<file path="src/rtl/clock_pkg.sv">
// Shared definitions for the BCD time keeper: digit limits, FSM encoding and
// the BCD range check used to validate time-set requests.
package clock_pkg;

  localparam logic [7:0] HH_MAX = 8'h23;
  localparam logic [7:0] MS_MAX = 8'h59;

  typedef enum logic {
    IDLE  = 1'b0,
    CHECK = 1'b1
  } state_t;

  // Both nibbles must be decimal digits and the pair must not exceed max.
  function automatic logic bcd_ok(input logic [7:0] value, input logic [7:0] max);
    return (value[7:4] <= 4'd9) && (value[3:0] <= 4'd9) && (value <= max);
  endfunction

endpackage

</file>
<file path="src/rtl/bcd_mod_counter.sv">
// Two-digit BCD counter that wraps from MAX to 00. The carry output is combinational
// so a chain of these counters ripples a full rollover within one clock.
module bcd_mod_counter
  import clock_pkg::*;
#(
  parameter logic [7:0] MAX = MS_MAX
) (
  input  logic       clk,
  input  logic       rst_n,
  input  logic       inc,
  input  logic       load,
  input  logic [7:0] load_value,
  output logic [7:0] value,
  output logic       carry
);

  logic at_max;

  assign at_max = (value == MAX);
  assign carry  = inc & at_max;

  // NOTE: sequential state uses non-blocking assignments so every register samples
  // pre-edge values, independent of statement order.
  always_ff @(posedge clk or negedge rst_n) begin
    if (!rst_n) begin
      value <= 8'h00;
    end else if (load) begin
      value <= load_value;
    end else if (inc) begin
      if (at_max) begin
        value <= 8'h00;
      end else if (value[3:0] == 4'd9) begin
        value <= {value[7:4] + 4'd1, 4'd0};
      end else begin
        value <= {value[7:4], value[3:0] + 4'd1};
      end
    end
  end

endmodule

</file>
<file path="src/rtl/bcd_time_keeper.sv">
// 24-hour BCD time of day driven by single-cycle ticks, with a validated
// valid/ready time-set path and registered rollover pulses.
module bcd_time_keeper
  import clock_pkg::*;
#(
  parameter int TICKS_PER_SEC = 10,
  parameter int FRAC_W        = 4
) (
  input  logic              i_clk,
  input  logic              i_rstn,
  input  logic              i_enable,
  input  logic              i_tick,
  input  logic              i_load_valid,
  output logic              o_load_ready,
  input  logic [7:0]        i_load_hh,
  input  logic [7:0]        i_load_mm,
  input  logic [7:0]        i_load_ss,
  output logic [7:0]        o_hh,
  output logic [7:0]        o_mm,
  output logic [7:0]        o_ss,
  output logic [FRAC_W-1:0] o_frac,
  output logic              o_sec_pulse,
  output logic              o_min_pulse,
  output logic              o_day_pulse,
  output logic              o_load_err
);

  localparam logic [FRAC_W-1:0] FRAC_MAX = FRAC_W'(TICKS_PER_SEC - 1);

  state_t     state;
  logic [7:0] cap_hh;
  logic [7:0] cap_mm;
  logic [7:0] cap_ss;
  logic       tick_ok;
  logic       frac_wrap;
  logic       load_ok;
  logic       commit;
  logic       ss_carry;
  logic       mm_carry;
  logic       hh_carry;

  assign o_load_ready = (state == IDLE);
  assign tick_ok      = i_tick & i_enable & (state == IDLE);
  assign frac_wrap    = tick_ok & (o_frac == FRAC_MAX);
  assign load_ok      = bcd_ok(cap_hh, HH_MAX) & bcd_ok(cap_mm, MS_MAX) & bcd_ok(cap_ss, MS_MAX);
  assign commit       = (state == CHECK) & load_ok;

  bcd_mod_counter #(.MAX(MS_MAX)) u_ss (
    .clk(i_clk), .rst_n(i_rstn), .inc(frac_wrap), .load(commit),
    .load_value(cap_ss), .value(o_ss), .carry(ss_carry)
  );

  bcd_mod_counter #(.MAX(MS_MAX)) u_mm (
    .clk(i_clk), .rst_n(i_rstn), .inc(ss_carry), .load(commit),
    .load_value(cap_mm), .value(o_mm), .carry(mm_carry)
  );

  bcd_mod_counter #(.MAX(HH_MAX)) u_hh (
    .clk(i_clk), .rst_n(i_rstn), .inc(mm_carry), .load(commit),
    .load_value(cap_hh), .value(o_hh), .carry(hh_carry)
  );

  // Pausing only stops tick_ok; the sub-second count is held, not cleared.
  always_ff @(posedge i_clk or negedge i_rstn) begin
    if (!i_rstn) begin
      o_frac <= '0;
    end else if (commit) begin
      o_frac <= '0;
    end else if (tick_ok) begin
      o_frac <= frac_wrap ? '0 : o_frac + FRAC_W'(1);
    end
  end

  always_ff @(posedge i_clk or negedge i_rstn) begin
    if (!i_rstn) begin
      o_sec_pulse <= 1'b0;
      o_min_pulse <= 1'b0;
      o_day_pulse <= 1'b0;
    end else begin
      o_sec_pulse <= frac_wrap;
      o_min_pulse <= ss_carry;
      o_day_pulse <= hh_carry;
    end
  end

  always_ff @(posedge i_clk or negedge i_rstn) begin
    if (!i_rstn) begin
      state      <= IDLE;
      o_load_err <= 1'b0;
      // NOTE: the capture registers are reset too, so a request interrupted by reset
      // cannot leave stale fields that a later CHECK might commit.
      cap_hh     <= 8'h00;
      cap_mm     <= 8'h00;
      cap_ss     <= 8'h00;
    end else begin
      o_load_err <= 1'b0;
      case (state)
        IDLE: begin
          if (i_load_valid) begin
            cap_hh <= i_load_hh;
            cap_mm <= i_load_mm;
            cap_ss <= i_load_ss;
            state  <= CHECK;
          end
        end
        CHECK: begin
          o_load_err <= ~load_ok;
          state      <= IDLE;
        end
        default: state <= IDLE;
      endcase
    end
  end

endmodule
</file>
<file path="config.mk">
export PLATFORM = sky130hd
export DESIGN_NAME = bcd_time_keeper
export DESIGN_NICKNAME = d
export VERILOG_FILES = /design/src/rtl/clock_pkg.sv /design/src/rtl/bcd_mod_counter.sv /design/src/rtl/bcd_time_keeper.sv
export SDC_FILE = /design/constraint.sdc
export NUM_CORES = 1
export LEC_CHECK = 0
export ABC_CLOCK_PERIOD_IN_PS = 2200
export CORE_ASPECT_RATIO = 1.5
export CORE_MARGIN = 2
export CORE_UTILIZATION = 46
export CTS_CLUSTER_DIAMETER = 50
export CTS_CLUSTER_SIZE = 24
export DETAILED_ROUTE_END_ITERATION = 8
export PLACE_DENSITY = 0.84
export SLEW_MARGIN = 40
export SYNTH_ARGS = -nofsm -noshare
export SYNTH_HDL_FRONTEND = slang
export SYNTH_SLANG_ARGS = --single-unit
</file>
<file path="constraint.sdc">
create_clock -name i_clk -period 2.2 [get_ports i_clk]
set_input_delay 0.44 -clock i_clk [delete_from_list [all_inputs] [get_ports i_clk]]
set_output_delay 0.44 -clock i_clk [all_outputs]
set_load 0.02 [all_outputs]
</file>
[Word level (Yosys, flattened, before mapping)]
Index checks and enable logic that the tools add are counted.
Storage, ports and cells
  flip-flop bits (word level): 57
  bits of input ports: 29
  output and inout bits: 33
  word-level logic and storage cells: 84
Cells by class
  add/subtract/negate cells: 7
  magnitude comparators: 9
  equality and inequality tests: 7
  multiplexer cells: 18
  bitwise gates (word level): 11
  reductions and logical operators: 17
Operators with widths (number)
  $mux 8: 12
  $add 4x1->4 const B: 7
  $le 4x4->1 const B: 6
  $eq 4x4->1 const B: 4
  $eq 8x7->1 const B: 2
  $le 8x7->1 const B: 2
  $mux 4: 3
  $and 1x1->1: 9
  $reduce_bool 3->1: 3
  $eq 8x6->1 const B: 1
  $le 8x6->1 const B: 1
  $reduce_and 2->1: 4
  $reduce_bool 2->1: 4
  $logic_and 1x1->1: 6
  $mux 1: 2
  $not 1->1: 2
  $pmux 1 s2: 1

[Depth between registers and ports, before layout]
Gate-level depths: netlist of the first run.
  depth in word-level cells: 8
  mapped depth: 9
  gate-level depth less buffers: 8

[By module]
Synthesis of the first run repeated with hierarchy kept, for this count alone.
Second synthesis, totals
  cells, all modules: 277
  area, all modules: 3080.5 µm²
By module, submodules not included
  bcd_time_keeper: times used 1, cells each 94, area an instance 1328.8 µm², seq. area each 825.8 µm²
  bcd_mod_counter (u_mm ...): times used 2, cells each 61, area an instance 589.3 µm², seq. area each 200.2 µm²
  bcd_mod_counter (u_hh): times used 1, cells each 61, area an instance 573.0 µm², seq. area each 200.2 µm²

[Least setup slack after synthesis of the first run]
Ideal clock, no wire load.
  path type: register to register
  from: register u_ss.value[1]
  to: register u_hh.value[2]
  library setup time: 126 ps
  data arrival time: 2029 ps
  data required time: 2074 ps
  path slack: 45 ps
  cell stages (with the launch flop): 10
  path buffers: 1
  period minus slack after synthesis: 2155 ps
  cells stage by stage: dfrtp_1 -> inv_1 -> ha_1 -> and3b_1 -> buf_4 -> nand4_4 -> clkinv_2 -> nand3_4 -> mux2_2 -> a221o_1
On the way
  word-level cells in the longest chain between the ends: 4
RTL lines
  start, declared: line bcd_mod_counter.sv:13  | output logic [7:0] value,
  start signal, assigned: line bcd_mod_counter.sv:28  | value <= load_value;
  start signal, assigned: line bcd_mod_counter.sv:33  | value <= {value[7:4] + 4'd1, 4'd0};
  start signal, assigned: line bcd_mod_counter.sv:35  | value <= {value[7:4], value[3:0] + 4'd1};
  $eq 8x7->1: line bcd_mod_counter.sv:19  | assign at_max = (value == MAX);
  $and 1x1->1: line bcd_mod_counter.sv:20  | assign carry = inc & at_max;
  net ss_carry: line bcd_time_keeper.sv:38  | logic ss_carry;
  $and 1x1->1: line bcd_mod_counter.sv:20
  $reduce_bool 2->1 (no line)
  end signal, assigned: line bcd_mod_counter.sv:28
  end signal, assigned: line bcd_mod_counter.sv:33
  end signal, assigned: line bcd_mod_counter.sv:35
  end, declared: line bcd_mod_counter.sv:13
The timed path passes the listed nets, and every way through them passes these cells.
A chain may end at the register's enable or synchronous reset.

[Final worst setup path of the first run]
  from: register cap_hh[2]
  to: register u_hh.value[2]
On the way
  word-level cells in the longest chain between the ends: 7
  elaborated cells on any way between the ends: 9
  classes of those cells: 2 x order compare; 1 x mux; 3 x bitwise; 3 x reduce/logical
RTL lines
  start, declared: line bcd_time_keeper.sv:31  | logic [7:0] cap_hh;
  start signal, assigned: line bcd_time_keeper.sv:100  | cap_hh <= i_load_hh;
  branches (longest 7 deep; another with $le 8x6->1)
Several ways; the timed one is not identified.

==> impl_metrics.prom, run 1 <==
# TYPE chip_impl_metric gauge
chip_impl_metric{name="antenna_found_initial",unit=""} 0
chip_impl_metric{name="die_area",unit="sq um"} 6981
chip_impl_metric{name="maxCapViolations",unit=""} 0
chip_impl_metric{name="postCtsHoldBufs",unit=""} 0
chip_impl_metric{name="hpwl",unit="mm"} 4.707
chip_impl_metric{name="synth.ff_latch_count",unit=""} 57
chip_impl_info{name="grt_setup_unrepaired",value="false"} 1
chip_impl_metric{name="cts_htree_levels",unit=""} 3
chip_impl_metric{name="number_of_standard_cells_after_synthesis",unit=""} 274
chip_impl_info{name="startpoint_of_the_worst_slack_reg_to_reg_timing_path",value="cap_hh[2]"} 1
chip_impl_metric{name="timing.final.setup_violations",unit=""} 0
chip_impl_metric{name="grt_overflow_total",unit=""} 0
chip_impl_metric{name="gp_congestion",unit=""} 0.8192
chip_impl_info{name="clock_tree_from_tritoncts",value="done"} 1
chip_impl_info{name="worst-setup-path-type",value="reg2reg"} 1
chip_impl_metric{name="clk_path_buf_depth",unit=""} 2
chip_impl_info{name="crit_path_start_kind",value="flop"} 1
chip_impl_metric{name="synth_fp_nets",unit=""} 315
chip_impl_metric{name="clock-sinks",unit=""} 57
chip_impl_metric{name="grt_pass1_vias",unit=""} 2377
chip_impl_info{name="cts.root.buffer_cell",value="sky130_fd_sc_hd__clkbuf_8"} 1
chip_impl_metric{name="crit_required",unit="ns"} 2.42
chip_impl_metric{name="worst_path_largest_cell_delay",unit="ns"} 0.54
chip_impl_info{name="regToRegEndpoint",value="u_hh.value[2]"} 1
chip_impl_metric{name="crit_fanout",unit=""} 4
chip_impl_metric{name="netlist-cell-type-count",unit=""} 44
chip_impl_metric{name="synth-async-reset-ratio",unit="%"} 100.0
chip_impl_metric{name="post_synth_instance_area",unit="sq um"} 2905
chip_impl_info{name="min-delay-path-class",value="in2async"} 1
chip_impl_info{name="run_status",value="complete, no violations"} 1
chip_impl_metric{name="ir_drop",unit="mV"} 0.5119
chip_impl_metric{name="total_power",unit="mW"} 3.927
chip_impl_metric{name="min_period_over_period",unit="%"} 94.06
chip_impl_metric{name="grt_first_pass_wirelength",unit="mm"} 11.18
chip_impl_metric{name="route.antenna.remaining_nets",unit=""} 0
chip_impl_metric{name="finalMaxSlewViolations",unit=""} 0
chip_impl_metric{name="power_per_cell_area",unit="nW/um^2"} 998.5
chip_impl_metric{name="grt_start_max_net_pins",unit=""} 58
chip_impl_metric{name="buffer_ports.inserted",unit=""} 61
chip_impl_metric{name="number_of_buffers_created_by_cts",unit=""} 9
chip_impl_metric{name="finalClockSkew",unit="ns"} 0.01201
chip_impl_metric{name="achievable-frequency",unit="GHz"} 0.4833
chip_impl_metric{name="total_of_cells_resized_after_clock_tree_synthesis",unit=""} 0
chip_impl_metric{name="syn-mean-instance-area",unit="sq um"} 10.60
chip_impl_metric{name="wl_per_cell",unit="um"} 15.21
chip_impl_metric{name="via_per_inst",unit=""} 5.477
chip_impl_metric{name="drive_above_1_share",unit="%"} 18.54
chip_impl_metric{name="start_util",unit="%"} 47.39
chip_impl_metric{name="yosys_warnings",unit=""} 0
chip_impl_metric{name="critPathArrivalTime",unit="ns"} 2.29
chip_impl_metric{name="drt_drc_violations_left",unit=""} 0
chip_impl_metric{name="floorplan.die.width",unit="um"} 68.89
chip_impl_metric{name="core",unit="sq um"} 6131
chip_impl_metric{name="dr.first_iter.drc_count",unit=""} 172
chip_impl_metric{name="report.final.hold_viol_count",unit=""} 0
chip_impl_info{name="synth_top_flop_cell",value="sky130_fd_sc_hd__dfrtp_1"} 1
chip_impl_metric{name="rrSetupSlack",unit="ns"} 0.13
chip_impl_info{name="slowest_stage",value="sky130_fd_sc_hd__or4_1"} 1
chip_impl_metric{name="path_clk_slew",unit="ns"} 0.07
chip_impl_info{name="setup.worst_path.end_class",value="flop"} 1
chip_impl_metric{name="static-leakage-power",unit="nW"} 1.681
chip_impl_metric{name="num_antenna_cells",unit=""} 0
chip_impl_metric{name="cts_setup_buffers",unit=""} 0
chip_impl_metric{name="nets",unit=""} 392
chip_impl_metric{name="ys_seq_area_share",unit="%"} 49.10
chip_impl_metric{name="placedCellCount",unit=""} 414
chip_impl_metric{name="detail_route.first_pass.iterations",unit=""} 4
chip_impl_metric{name="post_layout_nonfiller_instances",unit=""} 430
chip_impl_info{name="critical_path.cell_chain",value="o21a_1 -> o32a_1 -> or4_1 -> mux2_2 -> a221o_1"} 1
chip_impl_metric{name="num_rows",unit=""} 35
chip_impl_metric{name="placed_standard_cell_area",unit="sq um"} 3704
chip_impl_metric{name="finalInstanceArea",unit="sq um"} 3933
chip_impl_metric{name="grt_usage",unit="%"} 21.67
chip_impl_metric{name="drt_wl_total",unit="mm"} 6.539
chip_impl_metric{name="route.vias.total",unit=""} 2355
chip_impl_metric{name="worst_skew_pair.late_latency",unit="ns"} 0.34
chip_impl_metric{name="boundaryPins",unit=""} 62
chip_impl_metric{name="timing.reg2reg.worst_path_depth",unit=""} 5
chip_impl_metric{name="synthToLayoutAreaGrowth",unit="%"} 35.36
chip_impl_metric{name="worst_slew_margin_rel",unit="%"} 65.75
chip_impl_metric{name="timing_worst_slew_pin_value",unit="ns"} 0.5068
chip_impl_metric{name="sum_neg_setup_slack",unit="ns"} 0
chip_impl_metric{name="period_needed",unit="ns"} 2.069
chip_impl_metric{name="synth_enable_flop_cells",unit=""} 0
chip_impl_metric{name="fp.dieH",unit="um"} 101.3
-- cell usage after synthesis (all sizes together) (3+ instances only) --
cell type | instances | area (sq um)
nand2b | 3 | 18.77
nand3b | 4 | 30.03
nand3 | 7 | 47.55
and3b | 7 | 65.06
o211ai | 4 | 30.03
inv | 9 | 33.78
nor4 | 3 | 25.02
o21ai | 18 | 90.09
buf | 8 | 41.29
dfrtp | 57 | 1426
o21a | 4 | 30.03
mux2i | 5 | 50.05
ha | 12 | 150.1
a31oi | 6 | 37.54
nor3 | 13 | 65.06
nor2 | 16 | 60.06
or3 | 4 | 25.02
nand2 | 27 | 101.4
a21oi | 15 | 75.07
mux2 | 26 | 292.8
-- placed cells by master, fill, tap and decap left out, types with 2 or more instances in the layout --
| cell type | synthesis | routed |
|---|---|---|
| sky130_fd_sc_hd__nand3b_1 | 4 | 4 |
| sky130_fd_sc_hd__a31oi_1 | 6 | 6 |
| sky130_fd_sc_hd__mux2i_1 | 5 | 5 |
| sky130_fd_sc_hd__or4_1 | 2 | 2 |
| sky130_fd_sc_hd__clkbuf_8 | 0 | 11 |
| sky130_fd_sc_hd__ha_1 | 12 | 12 |
| sky130_fd_sc_hd__and2_1 | 2 | 2 |
| sky130_fd_sc_hd__o21ai_0 | 18 | 18 |
| sky130_fd_sc_hd__or3_1 | 4 | 4 |
| sky130_fd_sc_hd__and3b_2 | 3 | 3 |
| sky130_fd_sc_hd__bufinv_16 | 0 | 2 |
| sky130_fd_sc_hd__nor3_1 | 13 | 13 |
| sky130_fd_sc_hd__o211ai_1 | 4 | 4 |
| sky130_fd_sc_hd__nand2_1 | 27 | 27 |
| sky130_fd_sc_hd__xnor2_1 | 2 | 2 |
| sky130_fd_sc_hd__o31ai_1 | 2 | 2 |
| sky130_fd_sc_hd__dfrtp_1 | 57 | 57 |
| sky130_fd_sc_hd__nand4b_1 | 2 | 2 |
| sky130_fd_sc_hd__buf_4 | 1 | 13 |
| sky130_fd_sc_hd__nor4_1 | 2 | 2 |
| sky130_fd_sc_hd__nand2b_1 | 3 | 3 |
| sky130_fd_sc_hd__buf_12 | 0 | 2 |
| sky130_fd_sc_hd__o21a_1 | 4 | 4 |
| sky130_fd_sc_hd__clkdlybuf4s50_1 | 0 | 60 |
| sky130_fd_sc_hd__a21oi_1 | 15 | 15 |
| sky130_fd_sc_hd__nand3_1 | 6 | 6 |
| sky130_fd_sc_hd__nor2_1 | 16 | 16 |
| sky130_fd_sc_hd__and3b_1 | 4 | 4 |
| sky130_fd_sc_hd__inv_1 | 9 | 9 |
| sky130_fd_sc_hd__mux2_2 | 26 | 26 |
| sky130_fd_sc_hd__clkinv_2 | 1 | 3 |
-- where the power goes --
part	internal (mW)	switching [mW]
clock network	0.695	0.416
logic	0.657	0.641
registers	1.26	0.253
total	2.62	1.31
-- per-stage QoR --
stage	util, %	hold WS, ns	setup slack [ns]
2_1_floorplan	-	0.1444	0.04541
3_3_place_gp	60.41	0.4589	0.05057
3_5_place_dp	60.41	0.4695	0.005028
4_1_cts	64.14	0.1002	0.1269
5_1_grt	64.14	0.1115	0.05175
6_report	64.14	0.08519	0.1308
-- sequential cells by signal, indices dropped and copies added, names as in the netlist --
register and flops:
cap_mm 8, u_ss.value 8, cap_hh 8, o_sec_pulse 1, o_day_pulse 1, u_mm.value 8
o_frac 4, cap_ss 8, o_min_pulse 1, state 1, o_load_err 1, u_hh.value 8
-- metal layers --
| layer | routed length (um) | global-route usage (%) | vias to the layer above |
|---|---|---|---|
| met5 | 0 | 0 | - |
| met4 | 139 | 9.050 | 0 |
| met3 | 222 | 5.222 | 13 |
| met2 | 3552 | 36.09 | 56 |
| met1 | 2625 | 26.41 | 1146 |
| li1 | - | - | 1140 |
-- cell type report --
class,count,area [sq um]
sequential,57,1426
timing repair buffer,76,743.2
clock inverter,5,77.57
multi-input combinational,197,1403
clock buffer,11,151.4
tap,74,92.59
fill,494,2198
inverter,10,38.79
-- logic make-up after synthesis --
| family | share of synthesized area (%) |
|---|---|
| mux | 11.80 |
| compound gates | 11.33 |
| buf+inv | 3.015 |
| flops | 49.10 |
| xor+xnor | 0.6030 |
| fa+ha+maj | 5.168 |
| simple gates | 18.99 |
-- how the worst max path moves through the flow --
| stage | start | endpoint |
|---|---|---|
| global placement | i_tick | u_mm.value[7] |
| floorplan | u_ss.value[1] | u_hh.value[2] |
| global route | cap_hh[2] | u_hh.value[2] |
| finish | cap_hh[2] | u_hh.value[2] |
| detailed placement | i_tick | u_mm.value[7] |
| CTS | cap_hh[2] | u_hh.value[2] |
-- worst max-delay path, delay by kind of cell (launching register included) --
family,cells,cell delay [ns]
AOI/OAI and AO/OA,3,0.70
DFF,1,0.41
muxes,1,0.28
and+or+nand+nor,1,0.54
Note: power is estimated with default switching activity, not from simulation.
==> run 2, diff against run 1 <==
--- a/config.mk
+++ b/config.mk
@@ -12,6 +12,7 @@
 export CTS_CLUSTER_DIAMETER = 50
 export CTS_CLUSTER_SIZE = 24
 export DETAILED_ROUTE_END_ITERATION = 8
+export GPL_TIMING_DRIVEN = 0
 export PLACE_DENSITY = 0.84
 export SLEW_MARGIN = 40
 export SYNTH_ARGS = -nofsm -noshare
==> run 2 against run 1 <==
Against the previous run:
- global-route usage decreased by 0.11 points
- cell count shrank 0.23%
- final area shrank 0.99%
- combinational power barely moved
- worst hold slack lost 0.031 ns
- fmax is 0.68% lower
- setup slack worse by 0.014 ns
- first-iteration DRC count down 13%
- wire length rose by 4.0%
==> impl_metrics.prom, run 2 (synthesis gave the netlist of run 1 again) <==
# TYPE chip_impl_metric gauge
chip_impl_info{name="run_status",value="complete, no violations"} 1
chip_impl_metric{name="nets",unit=""} 391
chip_impl_metric{name="worst_skew_pair.late_latency",unit="ns"} 0.34
chip_impl_metric{name="report.final.hold_viol_count",unit=""} 0
chip_impl_metric{name="grt_overflow_total",unit=""} 0
chip_impl_metric{name="min_period_over_period",unit="%"} 94.70
chip_impl_metric{name="via_per_inst",unit=""} 5.587
chip_impl_metric{name="placedCellCount",unit=""} 410
chip_impl_info{name="mostFrequentLayoutCells",value="sky130_fd_sc_hd__clkdlybuf4s50_1, sky130_fd_sc_hd__dfrtp_1, sky130_fd_sc_hd__nand2_1, sky130_fd_sc_hd__mux2_2, sky130_fd_sc_hd__o21ai_0"} 1
chip_impl_metric{name="grt_start_max_net_pins",unit=""} 36
chip_impl_info{name="clock_tree_from_tritoncts",value="done"} 1
chip_impl_metric{name="period_needed",unit="ns"} 2.083
chip_impl_metric{name="antenna_found_initial",unit=""} 0
chip_impl_metric{name="total_power",unit="mW"} 3.874
chip_impl_metric{name="route.antenna.remaining_nets",unit=""} 0
chip_impl_metric{name="smallest_hold_slack",unit="ns"} 0.05435
chip_impl_metric{name="detail_route.first_pass.iterations",unit=""} 4
chip_impl_metric{name="dr.first_iter.drc_count",unit=""} 150
chip_impl_metric{name="postCtsHoldBufs",unit=""} 0
chip_impl_metric{name="grt_first_pass_wirelength",unit="mm"} 11.03
chip_impl_metric{name="drt_wl_total",unit="mm"} 6.801
chip_impl_info{name="regToRegEndpoint",value="u_hh.value[2]"} 1
chip_impl_metric{name="die_area",unit="sq um"} 6981
chip_impl_metric{name="drt_drc_violations_left",unit=""} 0
chip_impl_metric{name="power_per_cell_area",unit="nW/um^2"} 995.1
chip_impl_metric{name="core",unit="sq um"} 6131
chip_impl_metric{name="number_of_buffers_created_by_cts",unit=""} 9
chip_impl_metric{name="clock-sinks",unit=""} 57
chip_impl_info{name="startpoint_of_the_worst_slack_reg_to_reg_timing_path",value="u_ss.value[0]"} 1
chip_impl_metric{name="rrSetupSlack",unit="ns"} 0.12
chip_impl_metric{name="wl_per_cell",unit="um"} 15.85
chip_impl_info{name="worst-setup-path-type",value="reg2reg"} 1
chip_impl_metric{name="num_rows",unit=""} 35
chip_impl_metric{name="grt_pass1_vias",unit=""} 2402
chip_impl_info{name="crit_path_start_kind",value="flop"} 1
chip_impl_metric{name="worst_path_largest_cell_delay",unit="ns"} 0.44
chip_impl_metric{name="post_layout_nonfiller_instances",unit=""} 429
chip_impl_metric{name="num_antenna_cells",unit=""} 0
chip_impl_info{name="grt_setup_unrepaired",value="false"} 1
chip_impl_metric{name="clk_path_buf_depth",unit=""} 2
chip_impl_info{name="critical_path.cell_chain",value="ha_1 -> and3b_1 -> buf_4 -> nand4_4 -> clkinv_4 -> nand3_4 -> mux2_2 -> a221o_1"} 1
chip_impl_metric{name="placed_standard_cell_area",unit="sq um"} 3642
chip_impl_metric{name="route.vias.total",unit=""} 2397
chip_impl_metric{name="ir_drop",unit="mV"} 0.4803
chip_impl_metric{name="cts_htree_levels",unit=""} 3
chip_impl_metric{name="finalInstanceArea",unit="sq um"} 3894
chip_impl_metric{name="fillerInstances",unit=""} 483
chip_impl_metric{name="fp.dieH",unit="um"} 101.3
chip_impl_metric{name="finalClockSkew",unit="ns"} 0.01037
chip_impl_info{name="final_common_cell",value="sky130_fd_sc_hd__clkdlybuf4s50_1"} 1
chip_impl_metric{name="start_util",unit="%"} 47.39
chip_impl_metric{name="finalWorstSetupSlack",unit="ns"} 0.1166
chip_impl_metric{name="achievable-frequency",unit="GHz"} 0.4800
chip_impl_info{name="cts.root.buffer_cell",value="sky130_fd_sc_hd__clkbuf_8"} 1
chip_impl_info{name="setup.worst_path.end_class",value="flop"} 1
chip_impl_metric{name="path_clk_slew",unit="ns"} 0.07
chip_impl_metric{name="maxCapViolations",unit=""} 0
chip_impl_metric{name="critPathArrivalTime",unit="ns"} 2.31
chip_impl_metric{name="hpwl",unit="mm"} 4.962
chip_impl_metric{name="buffer_ports.inserted",unit=""} 61
chip_impl_metric{name="timing.reg2reg.worst_path_depth",unit=""} 8
chip_impl_metric{name="worst_slew_margin_rel",unit="%"} 60.25
chip_impl_metric{name="timing_worst_slew_pin_value",unit="ns"} 0.5919
chip_impl_metric{name="floorplan.die.width",unit="um"} 68.89
chip_impl_metric{name="place_ws",unit="ns"} -0.1755
chip_impl_metric{name="grt_usage",unit="%"} 21.57
chip_impl_metric{name="boundaryPins",unit=""} 62
chip_impl_info{name="slowest_stage",value="sky130_fd_sc_hd__dfrtp_2"} 1
chip_impl_metric{name="finalMaxSlewViolations",unit=""} 0
chip_impl_metric{name="gp_congestion",unit=""} 0.8079
chip_impl_metric{name="crit_required",unit="ns"} 2.43
chip_impl_info{name="min-delay-path-class",value="in2async"} 1
chip_impl_metric{name="drive_above_1_share",unit="%"} 17.75
chip_impl_metric{name="synthToLayoutAreaGrowth",unit="%"} 34.02
chip_impl_metric{name="crit_fanout",unit=""} 9
chip_impl_metric{name="static-leakage-power",unit="nW"} 1.658
chip_impl_metric{name="timing.final.setup_violations",unit=""} 0
-- run 2: cell types whose count changed in the layout (fill, tap and decap cells not counted), sizes merged --
cell    delta
clkbuf     +2
buf        -4
clkinv     +1
-- run 2: area by class of cell --
cell class                      instances  area, sq um  share of cell area [%]
Buffer                                  9        46.29                   1.189
Clock buffer                           10        127.6                   3.278
Clock inverter                          6        82.58                   2.121
Inverter                               10        42.54                   1.093
Multi-Input combinational cell        197         1409                   36.18
Sequential cell                        57         1428                   36.66
Tap cell                               74        92.59                   2.378
Timing Repair Buffer                   66        665.6                   17.10
-- run 2: critical path, delay by kind of cell, from the launching register on --
family / cells / cell delay, ns
adders and majority gates: 1 / 0.23
buffers and inverters: 2 / 0.26
AOI/OAI and AO/OA: 1 / 0.29
muxes: 1 / 0.34
and+or+nand+nor: 3 / 0.41
DFF: 1 / 0.44
-- run 2: per-stage QoR --
step,setup TNS [ns],util [%]
after floorplan,0,-
after global placement,-61.00,58.86
after detailed placement,-2.514,59.41
after CTS,0,62.90
after global routing,0,63.51
final,0,63.51
-- run 2: power by group --
group          total (mW)  leakage, nW  internal, mW  switching (mW)
sequential           1.53        0.664          1.27           0.268
clock                1.06        0.106         0.631           0.430
combinational        1.28        0.888         0.648           0.631
total                3.87         1.66          2.54            1.33
-- run 2: worst max path at each step --
stage                       start  slack [ns]            end
finish              u_ss.value[0]        0.12  u_hh.value[2]
global route            o_frac[1]        0.01  u_hh.value[3]
CTS                 u_ss.value[1]        0.02  u_mm.value[7]
detailed placement         i_tick       -0.18  u_mm.value[7]
global placement           i_rstn       -1.03    o_day_pulse
floorplan           u_ss.value[1]        0.05  u_hh.value[2]
-- run 2: timing repair --
action | in CTS | in global routing
pin swaps | 1 | 1
resized for setup | 1 | 4
setup buffers | 0 | 4
endpoints found under the setup margin | 3 | 7
-- run 2: metal layers --
metal | routed length [um] | up-vias | GRT usage, %
li1 | - | 1137 | -
met1 | 2657 | 1180 | 25.11
met2 | 3715 | 71 | 36.91
met3 | 314 | 9 | 4.444
met4 | 114 | 0 | 10.41
met5 | 0 | - | 0
